<file path="config.mk">
export PLATFORM = sky130hd
export DESIGN_NAME = pc_sequencer
export DESIGN_NICKNAME = d
export VERILOG_FILES = /design/src/rtl/pc_sequencer.sv
export SDC_FILE = /design/constraint.sdc
export NUM_CORES = 1
export LEC_CHECK = 0
export ABC_AREA = 1
export ABC_CLOCK_PERIOD_IN_PS = 3200
export CORE_MARGIN = 10
export CORE_UTILIZATION = 41
export CTS_CLUSTER_DIAMETER = 40
export CTS_CLUSTER_SIZE = 25
export DETAILED_ROUTE_END_ITERATION = 10
export HOLD_SLACK_MARGIN = 0.02
export PLACE_DENSITY = 0.81
export SLEW_MARGIN = 10
export SYNTH_ARGS = -nofsm -noshare
export SYNTH_HDL_FRONTEND = slang
export SYNTH_SLANG_ARGS = --single-unit
</file>
<file path="constraint.sdc">
create_clock -name CLK -period 3.2 [get_ports CLK]
set_input_delay 0.96 -clock CLK [delete_from_list [all_inputs] [get_ports CLK]]
set_output_delay 0.96 -clock CLK [all_outputs]
set_load 0.1 [all_outputs]
</file>
<file path="src/rtl/pc_sequencer.sv">
// Program-counter sequencer: stall / return / call / jump / branch / sequential next-PC selection.
// Optional return-address stack is enabled by defining PC_SEQ_RAS_EN; without it call behaves as jump.
module pc_sequencer #(
  parameter int PC_W      = 16,
  parameter int STEP      = 2,
  parameter int RESET_PC  = 0,
  parameter int RAS_DEPTH = 4
) (
  input  logic            CLK,
  input  logic            rst_n,
  input  logic            stall,
  input  logic            branch_en,
  input  logic [PC_W-1:0] branch_off,
  input  logic            jump_en,
  input  logic            call_en,
  input  logic [PC_W-1:0] jump_addr,
  input  logic            ret_en,
  output logic [PC_W-1:0] PC,
  output logic [PC_W-1:0] PCnext,
  output logic            ras_empty,
  output logic            ras_full,
  output logic            ras_err
);

  typedef enum logic [2:0] {
    OP_HOLD,
    OP_RET,
    OP_CALL,
    OP_JUMP,
    OP_BRANCH,
    OP_SEQ
  } op_e;

  op_e             op;
  logic [PC_W-1:0] seq_pc;
  logic [PC_W-1:0] ras_top;

  assign seq_pc = PC + PC_W'(STEP);

  // Strict priority decode; lower-priority requests in the same cycle are dropped.
  always_comb begin
    op = OP_SEQ;
    if (stall) begin
      op = OP_HOLD;
`ifdef PC_SEQ_RAS_EN
    end else if (ret_en) begin
      op = OP_RET;
    end else if (call_en) begin
      op = OP_CALL;
`else
    end else if (call_en) begin
      op = OP_JUMP;
`endif
    end else if (jump_en) begin
      op = OP_JUMP;
    end else if (branch_en) begin
      op = OP_BRANCH;
    end
  end

  always_comb begin
    PCnext = seq_pc;
    case (op)
      OP_HOLD:   PCnext = PC;
      OP_RET:    PCnext = ras_empty ? seq_pc : ras_top;
      OP_CALL:   PCnext = jump_addr;
      OP_JUMP:   PCnext = jump_addr;
      OP_BRANCH: PCnext = PC + branch_off;
      default:   PCnext = seq_pc;
    endcase
  end

  always_ff @(posedge CLK or negedge rst_n) begin
    if (!rst_n) begin
      PC <= PC_W'(RESET_PC);
    end else begin
      PC <= PCnext;
    end
  end

`ifdef PC_SEQ_RAS_EN
  localparam int PTR_W = (RAS_DEPTH > 1) ? $clog2(RAS_DEPTH) : 1;
  localparam int CNT_W = $clog2(RAS_DEPTH + 1);

  logic [PC_W-1:0]  ras_mem [RAS_DEPTH];
  logic [PTR_W-1:0] wr_ptr;
  logic [CNT_W-1:0] count;
  logic             do_push;
  logic             do_pop;
  logic             err_next;

  assign ras_empty = (count == '0);
  assign ras_full  = (count == CNT_W'(RAS_DEPTH));
  assign ras_top   = ras_mem[wr_ptr - PTR_W'(1)];
  assign do_push   = (op == OP_CALL);
  assign do_pop    = (op == OP_RET) && !ras_empty;
  assign err_next  = (do_push && ras_full) || ((op == OP_RET) && ras_empty);

  // wr_ptr is the next free slot; when full it also addresses the oldest entry,
  // so a push on a full stack overwrites the oldest return address.
  always_ff @(posedge CLK or negedge rst_n) begin
    if (!rst_n) begin
      wr_ptr  <= '0;
      count   <= '0;
      ras_err <= 1'b0;
    end else begin
      ras_err <= err_next;
      if (do_push) begin
        wr_ptr <= wr_ptr + PTR_W'(1);
        if (!ras_full) begin
          count <= count + CNT_W'(1);
        end
      end else if (do_pop) begin
        wr_ptr <= wr_ptr - PTR_W'(1);
        count  <= count - CNT_W'(1);
      end
    end
  end

  always_ff @(posedge CLK) begin
    if (do_push) begin
      ras_mem[wr_ptr] <= seq_pc;
    end
  end
`else
  localparam int unused_depth = RAS_DEPTH;
  logic unused_ret;

  assign unused_ret = ret_en;
  assign ras_top    = seq_pc;
  assign ras_empty  = 1'b1;
  assign ras_full   = 1'b0;
  assign ras_err    = 1'b0;
`endif

endmodule

</file>
**Yosys cells after proc, flatten, opt, wreduce, memory -nomap -nowiden**

Index checks and enable logic that the tools add are counted.

- Add/subtract/negate cells: 2
- Eq/ne operators: 3
- Multiplexer cells: 5
- Reduce and logical (&&, ||, !) cells: 2

Operators by type and width:

| kind | number |
|---|---|
| one-hot mux 16 bit (3 select lines) | 1 |
| adder 16 bit | 1 |
| adder 16 x 2 -> 16 bit (second input constant) | 1 |
| 2-to-1 mux 3 bit | 3 |
| == test 3 x 2 -> 1 bit (second input constant) | 2 |
| == test 3 bit (second input constant) | 1 |
| logical NOT 3 bit | 1 |
| OR reduction 2 bit | 1 |
| 2-to-1 mux 1 bit | 1 |

- Flip-flop bits (word level): 16
- Input bits: 39
- Output and inout port bits: 35
- Logic and storage cells: 13

**Longest topological paths before layout**

Gate-level depths: netlist of run 1.

- Depth in word-level cells: 7
- Depth in mapped cells: 13
- Gate-level depth less buffers: 13

**Worst setup path after synthesis of run 1**

Ideal clock, no wire load.

- Path type: input -> output
- Start point: input jump_en
- End point: output PCnext[1]
- Arrival: 3549 ps
- Required time: 2240 ps
- Setup slack: -1309 ps
- Stages on the path: 5
- Buffers on the path: 0
- Cells stage by stage: nor2_1 nand2_1 nor2_2 inv_1 o21ai_0

- Word-level cells in the longest chain between the ends: 6
- Elaborated cells on any way between the ends: 9
- Those cells by class: 3 x eq/ne; 4 x mux; 2 x reduce/logical

RTL lines:

| item | RTL line | RTL |
|---|---|---|
| start, declared | 14 | `input logic jump_en,` |
| 2-to-1 mux 3 bit * | 54 | `end else if (jump_en) begin` |
| 2-to-1 mux 3 bit * | 51 | `end else if (call_en) begin` |
| 2-to-1 mux 3 bit * | 43 | `if (stall) begin` |
| == test 3 x 2 -> 1 bit | 63 | `case (op)` |
| OR reduction 2 bit (no line) | n/a |  |
| one-hot mux 16 bit (3 select lines) * | 63 |  |
| end, declared | 19 | `output logic [PC_W-1:0] PCnext,` |

Mark *: on every way between the ends. The rest lies on a longest branch, timed or not.

**Worst setup path after layout of run 1**

- Start point: input branch_off[13]
- End point: output PCnext[14]

- Word-level cells in the longest chain between the ends: 2

RTL lines:

| item | RTL line | RTL |
|---|---|---|
| start, declared | 13 | `input logic [PC_W-1:0] branch_off,` |
| adder 16 bit | 68 | `OP_BRANCH: PCnext = PC + branch_off;` |
| one-hot mux 16 bit (3 select lines) | 63 |  |

No other way between the ends.

==> qor.yml, run 1 <==
status: "finished, violations left"
violations: "negative setup slack"
n_antenna_cell: 0
regMostFlops: "PC"
viasPerCell: 5.64
drtPass1Iterations: 5
required_ns: 2.24
synth-warning-count: 0
ios: 74
cts_buffer_depth: 2
grt_pass1_vias: 3003
placementRows: 25
ys.flop_type: "dfrtp_1"
ys_ff_latch: 16
area_delta_synth_final_pct: 101
grt_pass1_wl_um: 14400
endpoint_kind: "output pin"
syn_area_mm2: 0.00203
core_area_mm2: 0.00475
hold_buffers: 0
period_needed_ns: 3.52
route.detailed.drc: 0
first_iter_violations: 297
clk_latency_ns: 0.27
fp.dieArea_mm2: 0.00816
timing.hold.ws_ns: 0.639
cts_root_buffer: "clkbuf_8"
p_per_area_mw_per_mm2: 496
track_usage_pct: 20.8
crit_arrival_ns: 2.56
mostFrequentLayoutCells: "72 x nand2_1, 62 x buf_4, 37 x inv_1"
die_y_um: 90.3
antenna_found_initial: 0
initial_utilization_pct: 42.6
crit_fanout: 3
antenna_left: 0
drive_above_1_share_pct: 55.5
port_buffers: 69
num-nets-final: 509
routedWlPerCell_um: 19.4
clkSinkCount: 16
max-slew-margin-rel_pct: 44.0
dp_slack_ns: -0.760
synth_edf_count: 0
nFillCells: 251
finalCritPeriodShare_pct: 110
htreeDepth: 1
synth_area_per_cell_um2: 6.14
largest_register_ffs: 16
routabilityCongestion: 0.904
place_hpwl_um: 6260
tns_ns: -3.10
vdd_drop_max_uv: 317
cts_made_buffers: 3
hold_path_class: "reg -> reg"
ys_seq_area_share_pct: 19.8
num_vias: 2925
grt_start_max_net_pins: 17
rsz0062_at_grt: "true"
worstSetupStartpointType: "primary input"
tightest_slew_ns: 0.837
synthDistinctLibCells: 37
cap_viol_max_count: 0
path_clk_slew_ns: 0.07
die_w_um: 90.3
final_common_cell: "nand2_1"
fmax_ghz: 0.284
overflow: 0
p_leak_nw: 1.87
reg_top3: "PC (16)"
fin_skew_ns: 0.0122
final-setup-viol-count: 13
critPathKind: "in -> out"
finalHoldViolCount: 0
netlist_instances: 330
layout_setup_ws_ns: -0.320
async_reset_ff_share_pct: 100
routed_wl_um: 10100
cts_tree: "yes"
slew_viol_final: 0
[cells by family (layout without fill, tap and decap cells)]
group                      count (synthesis)  in the layout  share of synthesized area [%]
and+or+nand+nor                          191            191                           42.5
buffers and inverters                     57            178                           11.3
AOI/OAI and AO/OA                         38             38                           11.0
adders and majority gates                 17             17                           10.9
DFF                                       16             16                           19.8
xor gates and xnor gates                   9              9                           4.26
other                                      2              3                          0.371
[final cells by class]
type                            count  area (um^2)  share of cell area [%]
Clock buffer                        4         45.0                    1.10
Inverter                           50          193                    4.73
Multi-Input combinational cell    258         2130                    52.3
Sequential cell                    16          419                    10.3
Tap cell                           67         83.8                    2.06
Timing Repair Buffer              124         1200                    29.5
[cells in the mapped netlist, types with 5 or more instances]
cell / number / area share, %
inv_2: 5 / 0.93
dfrtp_1: 16 / 20
ha_1: 16 / 9.9
o21ai_0: 11 / 2.7
nor2_1: 17 / 3.1
inv_1: 45 / 8.3
nand3_1: 29 / 7.2
nand3b_1: 6 / 2.2
nand4_1: 7 / 2.2
a21oi_1: 15 / 3.7
xor2_1: 6 / 2.6
nor3_1: 5 / 1.2
nand2_1: 111 / 21
[through the flow]
| stage | power (W) | util (%) | instances | instance area, um^2 |
|---|---|---|---|---|
| after floorplan | 0.00115 | - | 331 | 2440 |
| after global placement | 0.00155 | 74.5 | 494 | 3540 |
| after detailed placement | 0.00157 | 74.5 | 494 | 3540 |
| after CTS | 0.00186 | 81.4 | 509 | 3870 |
| after global routing | 0.00210 | 85.7 | 519 | 4080 |
| final | 0.00202 | 85.7 | 519 | 4080 |
[worst paths after layout]
| kind | start | to | slack (ns) | cells after the start |
|---|---|---|---|---|
| max | branch_off[13] | PCnext[14] | -0.32 | 11 |
| min | PC[1]$_DFF_PN0_ | PC[1]$_DFF_PN0_ | 0.64 | 1 |
| max reg2reg | PC[6]$_DFF_PN0_ | PC[7]$_DFF_PN0_ | 1.19 | 9 |
| min reg2reg | PC[1]$_DFF_PN0_ | PC[1]$_DFF_PN0_ | 0.64 | 1 |
| max in group asynchronous | rst_n | PC[4]$_DFF_PN0_ | 1.45 | 1 |
| min in group asynchronous | rst_n | PC[14]$_DFF_PN0_ | 1.17 | 1 |
[metal layers]
layer  global-route usage, %  vias to the layer above  part of all wire (%)
met5                       0                        -                     0
met4                    10.5                        0                   5.4
met3                    5.65                       53                   7.7
met2                    38.0                      193                    50
met1                    21.2                     1366                    37
li1                        -                     1313                     -
[power breakdown]
part | switching, W | total, W | leakage (nW) | internal, W
Sequential | 0.0000689 | 0.000305 | 0.179 | 0.000236
Clock | 0.0000865 | 0.000175 | 0.0228 | 0.0000888
Combinational | 0.000971 | 0.00154 | 1.66 | 0.000572
Total | 0.00113 | 0.00202 | 1.87 | 0.000897
[timing repair]
action / 4_1_cts / 5_1_grt
gates resized for setup: 133 / 42
endpoints found under the setup margin: 16 / 16
setup buffers: 11 / 10
pin swaps: 65 / 39
gates cloned: 0 / 0
[worst max-delay path, cell delays in order]
cell	delay (ns)
buf_2	0.11
ha_4	0.29
buf_4	0.13
nand2_1	0.12
nor3_2	0.29
nand2_4	0.08
nand2_2	0.07
nand2_1	0.05
nand3_1	0.07
nand3b_1	0.16
buf_12	0.21
No activity file was read; power rests on OpenSTA's default activity.
==> run 2: changes to the inputs <==
GPL_TIMING_DRIVEN = 0   (was unset)
==> qor.yml, run 2 (same netlist as run 1, synthesis figures left out) <==
finalCritPeriodShare_pct: 111  # +1.4 points
reg2reg_from: "PC[1]$_DFF_PN0_"
crit_fanout: 3  # unchanged
antenna_found_initial: 0  # unchanged
num_vias: 2838  # -3.0%
grt_start_max_net_pins: 17  # unchanged
p_per_area_mw_per_mm2: 487  # -1.9%
hold_buffers: 0  # unchanged
violations: "design-rule violations, negative setup slack"
routabilityCongestion: 0.891  # -1.4%
port_buffers: 69  # unchanged
fp.dieArea_mm2: 0.00816  # unchanged
placementRows: 25  # unchanged
worstReg2RegEnd: "PC[10]$_DFF_PN0_"
die_y_um: 90.3  # unchanged
finalHoldViolCount: 0  # unchanged
design_area_mm2: 0.00404  # -0.80%
drtPass1Iterations: 8  # +3
track_usage_pct: 20.8  # about the same
routedWlPerCell_um: 18.5  # -4.8%
clk_latency_ns: 0.26  # about the same
place_hpwl_um: 6050  # -3.3%
critPathKind: "in -> out"
grt_pass1_wl_um: 14300  # -0.29%
mostFrequentLayoutCells: "67 x nand2_1, 37 x inv_1, 34 x clkdlybuf4s50_1"
final-setup-viol-count: 14  # +1
hold_path_end: "PC[1]$_DFF_PN0_"
fin_skew_ns: 0.00208  # -0.0101 ns
max-slew-margin-rel_pct: 33.2  # -11 points
r2r_slack_ns: 1.18  # about the same
layout_setup_ws_ns: -0.364  # -0.0435 ns
regMostFlops: "PC"
ff_latch_area_um2: 419  # unchanged
status: "finished, violations left"
cap_viol_max_count: 0  # unchanged
min_path_cells: 1  # unchanged
cts_made_buffers: 3  # unchanged
route.detailed.drc: 1  # +1
p_leak_nw: 1.81  # -3.0%
cts_root_buffer: "clkbuf_8"
routed_wl_um: 9360  # -7.2%
area_delta_synth_final_pct: 99.5
clkSinkCount: 16  # unchanged
multiInputGateArea_mm2: 0.00213  # about the same
worstSetupStartpointType: "primary input"
grt_pass1_vias: 2890  # -3.8%
nFillCells: 280  # +12%
htreeDepth: 1  # unchanged
path_clk_slew_ns: 0.07  # about the same
tightest_slew_ns: 0.999  # +0.162 ns
drive_above_1_share_pct: 52.2  # -3.4 points
cts_tree: "yes"
r2r_cells: 13  # +4
overflow: 0  # unchanged
endpoint_kind: "output pin"
dp_slack_ns: -1.73  # -0.971 ns
vdd_drop_max_uv: 316  # -0.35%
initial_utilization_pct: 42.6  # unchanged
post_dp_cell_area_mm2: 0.00322  # -9.1%
antenna_left: 0  # unchanged
cts_buffer_depth: 2  # unchanged
n_antenna_cell: 0  # unchanged
die_w_um: 90.3  # unchanged
period_needed_ns: 3.56  # +0.0435 ns
num-nets-final: 496  # -2.6%
viasPerCell: 5.61  # -0.48%
first_iter_violations: 236  # -21%
slew_viol_final: 0  # unchanged
rsz0062_at_grt: "true"
final_common_cell: "nand2_1"
hold_path_class: "reg -> reg"
hp-start: "PC[1]$_DFF_PN0_"
reg_top3: "PC (16)"
largest_register_ffs: 16  # unchanged
ios: 74  # unchanged
required_ns: 2.24  # about the same
fmax_ghz: 0.281  # -1.2%
crit_arrival_ns: 2.60  # +0.04 ns
core_area_mm2: 0.00475  # unchanged
==> run 2: cell types whose count changed in the layout (fill, tap and decap cells not counted), moves of 3 or more <==
cell | before | now
o21ai_1 | 4 | 1
clkdlybuf4s50_1 | 18 | 34
nand2_1 | 72 | 67
nand2_2 | 29 | 33
buf_6 | 14 | 11
buf_4 | 62 | 32
a21oi_2 | 4 | 7
==> run 2: power breakdown <==
group	internal, W	switching (W)
clock network	0.000110	0.0000854
logic	0.000530	0.000938
registers	0.000236	0.0000695
==> run 2: per-layer routing <==
metal | vias up | global-route usage [%] | share of wire [%]
li1 | 1290 | - | -
met1 | 1340 | 22.1 | 36
met2 | 167 | 37.7 | 52
met3 | 41 | 6.07 | 8.1
met4 | 0 | 7.82 | 3.5
met5 | - | 0 | 0
==> run 2: timing repair <==
action	4_1_cts	5_1_grt
hold endpoints to repair	0	0
setup buffers	27	7
resized for setup	261	59
cloned	1	0
endpoints found under the setup margin	16	16
pin swaps	53	41
==> run 2: through the flow <==
| stage | cells | hold WS, ns | TNS (ns) | power [W] | utilization, % |
|---|---|---|---|---|---|
| final | 506 | 0.662 | -2.92 | 0.00197 | 85.1 |
| after global routing | 506 | 0.679 | -3.88 | 0.00205 | 85.1 |
| after CTS | 499 | 0.628 | -2.64 | 0.00183 | 80.9 |
| after detailed placement | 467 | 0.593 | -25.36 | 0.00143 | 67.7 |
| after global placement | 467 | 0.599 | -25.04 | 0.00141 | 67.7 |
| after floorplan | 331 | 0.664 | -4.93 | 0.00115 | - |
==> run 2: area by class of cell <==
class                           instances  share of cell area (%)
Clock buffer                            4                    1.36
Sequential cell                        16                    10.4
Timing Repair Buffer                  104                    26.9
Inverter                               50                    4.89
Multi-Input combinational cell        258                    52.8
Tap cell                               67                    2.07
Buffer                                  7                    1.67
==> run 2: worst max-delay path by stage <==
stage	start	end	slack, ns	cells after the start
5_1_grt	branch_off[1]	PCnext[12]	-0.41	12
3_3_place_gp	branch_off[0]	PCnext[10]	-1.71	14
3_5_place_dp	branch_off[0]	PCnext[10]	-1.73	14
4_1_cts	branch_off[0]	PCnext[14]	-0.33	15
2_1_floorplan	branch_off[0]	PCnext[6]	-0.57	11
6_report	branch_off[1]	PCnext[12]	-0.36	12
==> run 2: worst max-delay path, stage by stage <==
cell	delay [ns]
buf_2	0.12
inv_1	0.07
fa_2	0.39
inv_2	0.07
nand3_2	0.07
nand2_4	0.09
buf_6	0.10
nand4_1	0.12
nand4_1	0.19
nand3_2	0.13
nand3_4	0.12
buf_12	0.17
